--- config.mk ---
export PLATFORM = sky130hd
export DESIGN_NAME = button_debounce
export DESIGN_NICKNAME = d
export VERILOG_FILES = /design/src/rtl/button_debounce.sv
export SDC_FILE = /design/constraint.sdc
export NUM_CORES = 1
export LEC_CHECK = 0
export CORE_MARGIN = 3
export CORE_UTILIZATION = 55
export CTS_BUF_LIST = sky130_fd_sc_hd__clkbuf_8
export DETAILED_ROUTE_END_ITERATION = 7
export PLACE_DENSITY_LB_ADDON = 0.25
export SLEW_MARGIN = 20
export SYNTH_ARGS = -nofsm -noshare
export SYNTH_HDL_FRONTEND = slang
export SYNTH_SLANG_ARGS = --single-unit
--- constraint.sdc ---
create_clock -name clk -period 2.6 [get_ports clk]
set_clock_uncertainty 0.05 [all_clocks]
set_input_delay 0.39 -clock clk [delete_from_list [all_inputs] [get_ports clk]]
set_output_delay 0.39 -clock clk [all_outputs]
set_load 0.02 [all_outputs]
--- src/rtl/button_debounce.sv ---
`default_nettype none
// +----------------------------------------------------------------------------+
// | button_debounce: sync + counter debounce of an active-low push button with   |
// | press/release/long/repeat strobes.                            Rev 1.0        |
// +----------------------------------------------------------------------------+
module button_debounce #(
  parameter int DEBOUNCE_CYCLES = 1_000_000,
  parameter int LONG_CYCLES     = 50_000_000,
  parameter int REPEAT_CYCLES   = 12_500_000,
  parameter int CNT_W           = 26
) (
  input  logic clk,
  input  logic rst_n,
  input  logic btn_n,
  output logic pressed,
  output logic press_pulse,
  output logic release_pulse,
  output logic long_pulse,
  output logic repeat_pulse
);

  localparam logic [CNT_W-1:0] DB_LAST   = CNT_W'(DEBOUNCE_CYCLES - 1);
  localparam logic [CNT_W-1:0] LONG_LAST = CNT_W'(LONG_CYCLES - 1);
  localparam logic [CNT_W-1:0] REP_LAST  = CNT_W'(REPEAT_CYCLES - 1);
  localparam logic [CNT_W-1:0] CNT_ONE   = CNT_W'(1);

  typedef enum logic [2:0] {
    ST_IDLE       = 3'd0,
    ST_PRESS_WAIT = 3'd1,
    ST_HELD       = 3'd2,
    ST_LONG       = 3'd3,
    ST_REL_WAIT   = 3'd4
  } state_t;

  state_t           state_q, state_d;
  logic [1:0]       sync_q, sync_d;
  logic [CNT_W-1:0] db_cnt_q, db_cnt_d;
  logic [CNT_W-1:0] hold_cnt_q, hold_cnt_d;
  logic [CNT_W-1:0] rep_cnt_q, rep_cnt_d;
  logic             was_long_q, was_long_d;
  logic             pressed_q, pressed_d;
  logic             press_q, press_d;
  logic             release_q, release_d;
  logic             long_q, long_d;
  logic             repeat_q, repeat_d;
  logic             btn_s;

  assign btn_s = sync_q[1];

  always_comb begin
    sync_d     = {sync_q[0], ~btn_n};
    state_d    = state_q;
    db_cnt_d   = db_cnt_q;
    hold_cnt_d = hold_cnt_q;
    rep_cnt_d  = rep_cnt_q;
    was_long_d = was_long_q;
    pressed_d  = pressed_q;
    press_d    = 1'b0;
    release_d  = 1'b0;
    long_d     = 1'b0;
    repeat_d   = 1'b0;

    unique case (state_q)
      ST_IDLE: begin
        db_cnt_d = '0;
        if (btn_s) begin
          state_d  = ST_PRESS_WAIT;
          db_cnt_d = CNT_ONE;
        end
      end
      ST_PRESS_WAIT: begin
        if (!btn_s) begin
          state_d  = ST_IDLE;
          db_cnt_d = '0;
        end else if (db_cnt_q == DB_LAST) begin
          state_d    = ST_HELD;
          pressed_d  = 1'b1;
          press_d    = 1'b1;
          hold_cnt_d = '0;
          was_long_d = 1'b0;
        end else begin
          db_cnt_d = db_cnt_q + CNT_ONE;
        end
      end
      // A release sample outranks the long/repeat terminal counts.
      ST_HELD: begin
        if (!btn_s) begin
          state_d  = ST_REL_WAIT;
          db_cnt_d = CNT_ONE;
        end else if (hold_cnt_q == LONG_LAST) begin
          state_d    = ST_LONG;
          long_d     = 1'b1;
          rep_cnt_d  = '0;
          was_long_d = 1'b1;
        end else begin
          hold_cnt_d = hold_cnt_q + CNT_ONE;
        end
      end
      ST_LONG: begin
        if (!btn_s) begin
          state_d  = ST_REL_WAIT;
          db_cnt_d = CNT_ONE;
        end else if (rep_cnt_q == REP_LAST) begin
          repeat_d  = 1'b1;
          rep_cnt_d = '0;
        end else begin
          rep_cnt_d = rep_cnt_q + CNT_ONE;
        end
      end
      // Hold/repeat counters stay frozen so a release glitch only delays them.
      ST_REL_WAIT: begin
        if (btn_s) begin
          state_d = was_long_q ? ST_LONG : ST_HELD;
        end else if (db_cnt_q == DB_LAST) begin
          state_d   = ST_IDLE;
          db_cnt_d  = '0;
          pressed_d = 1'b0;
          release_d = 1'b1;
        end else begin
          db_cnt_d = db_cnt_q + CNT_ONE;
        end
      end
      default: begin
        state_d = ST_IDLE;
      end
    endcase
  end

  always_ff @(posedge clk or negedge rst_n) begin
    if (!rst_n) begin
      state_q    <= ST_IDLE;
      sync_q     <= '0;
      db_cnt_q   <= '0;
      hold_cnt_q <= '0;
      rep_cnt_q  <= '0;
      was_long_q <= 1'b0;
      pressed_q  <= 1'b0;
      press_q    <= 1'b0;
      release_q  <= 1'b0;
      long_q     <= 1'b0;
      repeat_q   <= 1'b0;
    end else begin
      state_q    <= state_d;
      sync_q     <= sync_d;
      db_cnt_q   <= db_cnt_d;
      hold_cnt_q <= hold_cnt_d;
      rep_cnt_q  <= rep_cnt_d;
      was_long_q <= was_long_d;
      pressed_q  <= pressed_d;
      press_q    <= press_d;
      release_q  <= release_d;
      long_q     <= long_d;
      repeat_q   <= repeat_d;
    end
  end

  assign pressed       = pressed_q;
  assign press_pulse   = press_q;
  assign release_pulse = release_q;
  assign long_pulse    = long_q;
  assign repeat_pulse  = repeat_q;

endmodule
`default_nettype wire

Word level (Yosys, flattened, before mapping)
Cells that the tools add are included.
{ "op_classes": {"add_sub_neg": 3, "n_eq_ne": 22, "muxes": 47, "bitwise_logic": 1, "reduce_logical": 12} }
{ "ops": {"columns": ["operator", "count"], "rows": [
  ["26-bit two-way mux", 13],
  ["26-bit one-hot mux with 2 select lines", 2],
  ["26-bit one-hot mux with 4 select lines", 1],
  ["26-bit by 1-bit adder with 26-bit output, second input constant", 3],
  ["26-bit by 20-bit equality test with 1-bit output, second input constant", 1],
  ["26-bit by 24-bit equality test with 1-bit output, second input constant", 1],
  ["26-bit equality test, second input constant", 1],
  ["3-bit two-way mux", 8],
  ["2-bit != test, second input constant", 11],
  ["1-bit two-way mux", 20],
  ["5-bit AND reduction", 4],
  ["3-bit one-hot mux with 5 select lines", 1],
  ["3-bit != test, second input constant", 4],
  ["4-bit AND reduction", 2],
  ["3-bit by 2-bit equality test with 1-bit output, second input constant", 2],
  ["2-bit nonzero test", 3],
  ["1-bit one-hot mux with 2 select lines", 2],
  ["4-bit nonzero test", 1],
  ["3-bit by 1-bit equality test with 1-bit output, second input constant", 1],
  ["3-bit equality test, second input constant", 1],
  ["3-bit logical NOT", 1],
  ["2-bit OR reduction", 1],
  ["1-bit inverter", 1]
]} }
{ "totals": {"register_bits": 89, "inputBits": 3, "output_inout_bits": 5, "wordCells": 96} }

Depth between registers and ports, before layout
Gate-level depths: netlist (run 1).
{ "depth": {"word_depth": 4, "mapped_depth": 8, "ltp_nobuf": 6} }

Worst setup path after synthesis (run 1)
OpenSTA, ideal clock, no wires.
{ "synth_path": {"kind": "flip-flop to flip-flop", "start": "register hold_cnt_q[0]", "end": "register rep_cnt_q[22]", "setup_ns": 0.134, "arrival_ns": 2.036, "slack_ns": 0.380, "stages_incl_launch_ff": 8, "n_path_buf": 1, "cell_sequence": "dfrtp_1 ha_1 nand3_2 or4_4 or3_1 a21oi_1 buf_2 a21oi_1"} }
{ "synth_between": {"elab_chain_cells": 3} }
{ "synth_lines": {"columns": ["element", "line_no", "rtl"], "rows": [
  ["start: declaration", "38", "logic [CNT_W-1:0] hold_cnt_q, hold_cnt_d;"],
  ["start signal: assignment", "146", "hold_cnt_q <= hold_cnt_d;"],
  ["26-bit equality test", "90", "end else if (hold_cnt_q == LONG_LAST) begin"],
  ["2-bit != test (no source line)", null, null],
  ["4-bit AND reduction (no source line)", null, null],
  ["end signal: assignment", "147", "rep_cnt_q <= rep_cnt_d;"],
  ["end: declaration", "39", "logic [CNT_W-1:0] rep_cnt_q, rep_cnt_d;"]
]} }
No other way between the ends.
A chain may end at the register's enable or synchronous reset.

Worst setup path after layout (run 1)
{ "layout_path": {"start": "register hold_cnt_q[1]", "end": "register rep_cnt_q[12]"} }
The elaborated chain is that of the path after synthesis.

==> results of run 1 <==
==> timing repair <==
| action | 4_1_cts | 5_1_grt |
|---|---|---|
| endpoints found under the hold margin | 38 | 0 |
| hold buffers | 1 | 0 |
| gates cloned | 0 | 0 |
| setup endpoints to repair | 1 | 14 |
| gates resized for setup | 1 | 7 |
| pin swaps | 0 | 0 |
==> cell families (layout without fill, tap and decap cells) <==
logic type | after synthesis | after routing
XOR/XNOR | 15 | 15
flip-flops | 89 | 89
AND/OR/NAND/NOR | 297 | 297
AO/OA/AOI/OAI | 130 | 130
buffers and inverters | 49 | 75
multiplexers | 18 | 18
adder cells (fa/ha/maj) | 3 | 3
==> where the power goes <==
group / switching (mW) / internal [mW]
logic: 0.0596 / 0.0244
registers: 0.0101 / 1.39
clock network: 0.550 / 0.553
==> registers in the layout, indices dropped and copies added, names as in the netlist <==
| signal | flops |
|---|---|
| state_q | 3 |
| db_cnt_q | 26 |
| long_pulse | 1 |
| sync_q | 2 |
| hold_cnt_q | 26 |
| press_pulse | 1 |
| rep_cnt_q | 26 |
| was_long_q | 1 |
| repeat_pulse | 1 |
| release_pulse | 1 |
| pressed | 1 |
==> critical path: stages (launching register included) <==
cell and delay, ps:
dfrtp_1 420, ha_2 240, nand3_2 170, or4_4 610
or3_1 410, a21oi_4 170, buf_4 190, a21oi_1 50
==> routing by layer <==
layer  vias up  global-route usage [%]  part of all wire [%]
li1       2340                       -                     -
met1      2354                    32.3                    45
met2       106                    40.0                    49
met3        18                    5.33                   4.7
met4         0                    8.06                   1.5
met5         -                       0                     0
==> final cells by class <==
| class | instances | area (um^2) | share of cell area [%] |
|---|---|---|---|
| clock buffer | 9 | 124 | 2.06 |
| multi-input combinational | 463 | 3000 | 49.9 |
| inverter | 17 | 63.8 | 1.06 |
| tap | 129 | 161 | 2.68 |
| clock inverter | 7 | 101 | 1.68 |
| timing repair buffer | 42 | 333 | 5.53 |
| sequential | 89 | 2230 | 37.0 |
==> per-stage QoR <==
stage	total power [mW]	area [um^2]	hold WS [ps]	setup TNS [ps]	worst slack (ps)
finish	2.59	6020	308	0	149
global route	2.67	6020	325	-6.99	-4.63
CTS	2.60	5990	310	0	49.5
detailed placement	1.51	5750	286	0	24.6
global placement	1.51	5750	282	0	185
floorplan	1.46	5420	44.4	0	380
==> worst paths after layout <==
check / startpoint / cells after the start / to / slack, ps
hold / removal: sync_q[0] / 0 / sync_q[1] / 310
setup reg to reg: hold_cnt_q[1] / 7 / rep_cnt_q[12] / 150
setup / recovery: hold_cnt_q[1] / 7 / rep_cnt_q[12] / 150
max in group asynchronous: rst_n / 3 / rep_cnt_q[24] / 1310
hold reg to reg: sync_q[0] / 0 / sync_q[1] / 310
min in group asynchronous: rst_n / 2 / rep_cnt_q[3] / 470
==> layout by cell type, fill, tap and decap left out, drive strengths merged, types with 12 or more instances in the layout <==
cell type | synthesis | routed
nand4 | 32 | 32
a31oi | 12 | 12
nand3 | 43 | 43
nor3 | 19 | 19
and3 | 20 | 20
nand2b | 12 | 12
a21oi | 35 | 35
nor2 | 32 | 32
xnor2 | 13 | 13
dfrtp | 89 | 89
or3 | 18 | 18
nand2 | 49 | 49
nor4 | 20 | 20
o21ai | 23 | 23
buf | 12 | 35
inv | 17 | 20
mux2i | 18 | 18
==> impl_metrics.tcl, run 1 <==
set metrics [dict create \
    maxCapViolCount 0 \
    max_slew.worst_pin.slew_ps 725 \
    status "finished, final reports clean" \
    synthCells 601 \
    endpoint_kind "register" \
    yosysUniqueCellTypes 73 \
    crit_type "register to register" \
    routed_wl_um 12600 \
    io_pins 8 \
    ys_seq_area_share_pct 41.1 \
    synth_edf_count 0 \
    async_reset_ff_share_pct 100 \
    grt_pass1_wl_um 22500 \
    stdcell_count 756 \
    power.density_nw_per_um2 430 \
    arrival_ps 2660 \
    drive_gt1_share_pct 12.6 \
    fin_util_pct 63.9 \
    synth-xor-area-share_pct 2.42 \
    antenna_left 0 \
    chipHeight_um 105 \
    ir_worst_vdd_mv 0.339 \
    synth.most_common_cell "dfrtp_1" \
    yosys.area_share.simple_pct 32.3 \
    drt_pre_antenna_iters 7 \
    synth_top_area_share_pct 41.1 \
    drc 0 \
    path_clk_slew_ps 100 \
    hpwl_um 8870 \
    fin_crit_sh_pct 94.3 \
    worstHoldPathType "register to register" \
    syn2layout_area_growth_pct 11.0 \
    wl_per_cell_um 16.6 \
    cts_tree "yes" \
    via_count 4818 \
    critPathMaxFanout 8 \
    synth_nets 607 \
    viasPerCell 6.37 \
    grt_use_total_pct 24.5 \
    diodes 0 \
    port_buffers 7 \
    start_util_pct 57.5 \
    die_area_um2 11100 \
    synth_compound_area_share_pct 16.1 \
    coreArea_um2 9420 \
    hold_viol 0 \
    clkSinkCount 89 \
    synth.top_cells.by_area "dfrtp_1, nand3_1, nand4_1" \
    htreeDepth 3 \
    required_ps 2810 \
    post-cts-setup-buffer-count 0 \
    synthAdderAreaFrac_pct 0.693 \
    ys.flop_type "dfrtp_1" \
    first_iter_violations 348 \
    synth_area_um2 5420 \
    leakagePower_nw 2.45 \
    clkLatencyLatePin_ps 390 \
    fin_crit_ps 2450 \
    synth_mux_area_share_pct 3.33 \
    synth_top_family_by_area "simple AND/OR/NAND/NOR gates" \
    antenna_found_initial 0 \
    fillers 760 \
    ctsRootBufferMaster "clkbuf_8" \
    grt_overflow 0 \
    placed_cells 739 \
    max_slew_margin_pct 51.6 \
    rows 35 \
    clk_path_buf_depth 2 \
    nets 628 \
    fmax_mhz 408 \
    synth_top_cells_by_count "dfrtp_1, nand2_1, nand3_1" \
    yosysWarnings 0 \
    yosysTopAreaCell "dfrtp_1" \
    gp_congestion 0.885 \
    grt_start_max_net_pins 42 \
    final_max_slew_viol_count 0 \
    grt_pass1_vias 4761 \
    setup_violations 0 \
    cts_made_buffers 9 \
    die_w_um 105 \
    synth_area_per_cell_um2 9.01 \
    synth_seq_cells 89 \
    start_kind "register" \
]
No activity file was read; power rests on OpenSTA's default activity.
==> inputs of run 2 (changes only) <==
--- a/config.mk
+++ b/config.mk
@@ -5,10 +5,14 @@
 export SDC_FILE = /design/constraint.sdc
 export NUM_CORES = 1
 export LEC_CHECK = 0
+export CELL_PAD_IN_SITES_DETAIL_PLACEMENT = 0
+export CELL_PAD_IN_SITES_GLOBAL_PLACEMENT = 1
 export CORE_MARGIN = 3
-export CORE_UTILIZATION = 55
+export CORE_UTILIZATION = 52
 export CTS_BUF_LIST = sky130_fd_sc_hd__clkbuf_8
 export DETAILED_ROUTE_END_ITERATION = 7
+export DONT_BUFFER_PORTS = 1
+export GPL_TIMING_DRIVEN = 0
 export PLACE_DENSITY_LB_ADDON = 0.25
 export SLEW_MARGIN = 20
 export SYNTH_ARGS = -nofsm -noshare
==> impl_metrics.tcl, run 2 (synthesis results as in run 1) <==
set metrics [dict create \
    status "finished, final reports clean" \
    drive_gt1_share_pct 9.02 \
    grt_overflow 0 \
    seqCellArea_um2 2230 \
    path_clk_slew_ps 100 \
    max_slew_margin_pct 42.8 \
    chipHeight_um 108 \
    rr_worst_depth 6 \
    endpoint_kind "register" \
    layout_commonest_cell "dfrtp_1" \
    regToRegSetupSlack_ps 100 \
    cts_tree "yes" \
    drc 0 \
    fmax_mhz 400 \
    multi_input_area_um2 3020 \
    most-common-layout-cells "dfrtp_1, nand2_1, nand3_1, a21oi_1, nand4_1" \
    start_kind "register" \
    routed_wl_um 13200 \
    wl_per_cell_um 17.5 \
    maxCapViolCount 0 \
    viasPerCell 6.44 \
    arrival_ps 2750 \
    gp_congestion 0.837 \
    cp_num_cells 6 \
    grt_use_total_pct 23.6 \
    grt_pass1_wl_um 22300 \
    critPathSlowestCell "or4_1" \
    grt_start_max_net_pins 90 \
    die_area_um2 11700 \
    worstHoldPathType "register to register" \
    setup_violations 0 \
    slowest_delay_ps 610 \
    leakagePower_nw 2.38 \
    r2r_start "rep_cnt_q[0]" \
    fillers 878 \
    ir_worst_vdd_mv 0.217 \
    rows 36 \
    crit_buf_inv 1 \
    hpwl_um 9140 \
    antenna_found_initial 0 \
    coreArea_um2 9950 \
    cts_made_buffers 9 \
    total_power_mw 2.37 \
    crit_type "register to register" \
    clk_path_buf_depth 2 \
    start_util_pct 54.4 \
    fin_crit_sh_pct 96.1 \
    clkLatencyLatePin_ps 380 \
    via_count 4857 \
    critPathMaxFanout 6 \
    port_buffers 0 \
    crit_family "simple AND/OR/NAND/NOR gates" \
    required_ps 2850 \
    nets 622 \
    hold_viol 0 \
    cpMostUsedCell "or4_1" \
    io_pins 8 \
    final_max_slew_viol_count 0 \
    tns_ps 0 \
    fin_crit_ps 2500 \
    antenna_left 0 \
    syn2layout_area_growth_pct 8.31 \
    crit_start "rep_cnt_q[0]" \
    clkSinkCount 89 \
    htreeDepth 3 \
    endpoint "rep_cnt_q[20]" \
    max_slew.worst_pin.slew_ps 857 \
    power.density_nw_per_um2 403 \
    ctsRootBufferMaster "clkbuf_8" \
    drt_pre_antenna_iters 5 \
    diodes 0 \
    path_cells "ha_1, nand4_1, or4_1, buf_2, or4_1, a21oi_1" \
    first_iter_violations 307 \
    grt_pass1_vias 4425 \
    reg2reg_to "rep_cnt_q[20]" \
    top_regs "db_cnt_q: 26 flops, hold_cnt_q: 26 flops, rep_cnt_q: 26 flops" \
    die_w_um 108 \
]
## run 2: cell count changes in the layout (fill, tap and decap cells not counted), moves of 4 or more
cell / before / now
buf_4: 35 / 4
clkbuf_1: 0 / 16
clkdlybuf4s50_1: 6 / 0
buf_2: 0 / 4
clkbuf_2: 0 / 4
## run 2: worst reg2reg max path, cell delays in order (launching register included)
cell and delay [ps]:
dfrtp_1 420, ha_1 250, nand4_1 300, or4_1 610, buf_2 170, or4_1 470
a21oi_1 150
## run 2: final cells by class
type	count	area share, %
Multi-Input combinational cell	463	51.4
Sequential cell	89	38.0
Tap cell	133	2.84
Buffer	32	2.79
Clock buffer	9	2.11
Inverter	17	1.09
Timing Repair Buffer	4	0.938
Clock inverter	7	0.832
## run 2: how the worst min path moves through the flow
stage,from,endpoint,depth (start not counted)
after floorplan,rst_n,db_cnt_q[0],0
after global placement,rst_n,rep_cnt_q[23],0
after detailed placement,rst_n,rep_cnt_q[18],0
after CTS,btn_n,sync_q[0],1
after global routing,sync_q[0],sync_q[1],0
final,sync_q[0],sync_q[1],0
## run 2: per-layer routing
metal	global-route usage (%)	routed length [um]	up-vias	share of wire [%]
met5	0	0	-	0
met4	8.21	217	0	1.6
met3	3.88	515	22	3.9
met2	33.9	5970	124	45
met1	36.0	6490	2387	49
li1	-	-	2324	-
## run 2: stage by stage
| step | setup slack (ps) | hold slack (ps) | util [%] | std cells | cell area, um^2 |
|---|---|---|---|---|---|
| final | 102 | 324 | 58.9 | 754 | 5870 |
| after global routing | -36.9 | 342 | 58.9 | 754 | 5870 |
| after CTS | 38.4 | 2.16 | 58.3 | 752 | 5800 |
| after detailed placement | -18.1 | 46.9 | 56.1 | 734 | 5580 |
| after global placement | 49.8 | 47.2 | 56.1 | 734 | 5580 |
| after floorplan | 380 | 44.4 | - | 601 | 5420 |
## run 2: where the power goes
part | internal (mW) | leakage, nW | switching (mW)
sequential | 1.39 | 1.24 | 0.00661
clock | 0.345 | 0.0826 | 0.535
combinational | 0.0241 | 1.06 | 0.0662
total | 1.76 | 2.38 | 0.607
## run 2: repair_timing
| item | CTS | global route |
|---|---|---|
| endpoints found under the hold margin | 89 | 1 |
| resized for setup | 2 | 14 |
| hold buffers | 2 | 1 |
| buffers inserted | 0 | 1 |
| setup endpoints to repair | 5 | 46 |
| gates cloned | 0 | 0 |
| pin swaps | 0 | 1 |
==> inputs of run 3 (changes only) <==
--- a/config.mk
+++ b/config.mk
@@ -18,3 +18,4 @@
 export SYNTH_ARGS = -nofsm -noshare
 export SYNTH_HDL_FRONTEND = slang
 export SYNTH_SLANG_ARGS = --single-unit
+export TNS_END_PERCENT = 20
==> results of run 3 <==
The final DEF is identical to that of run 2; final timing and power are the same.
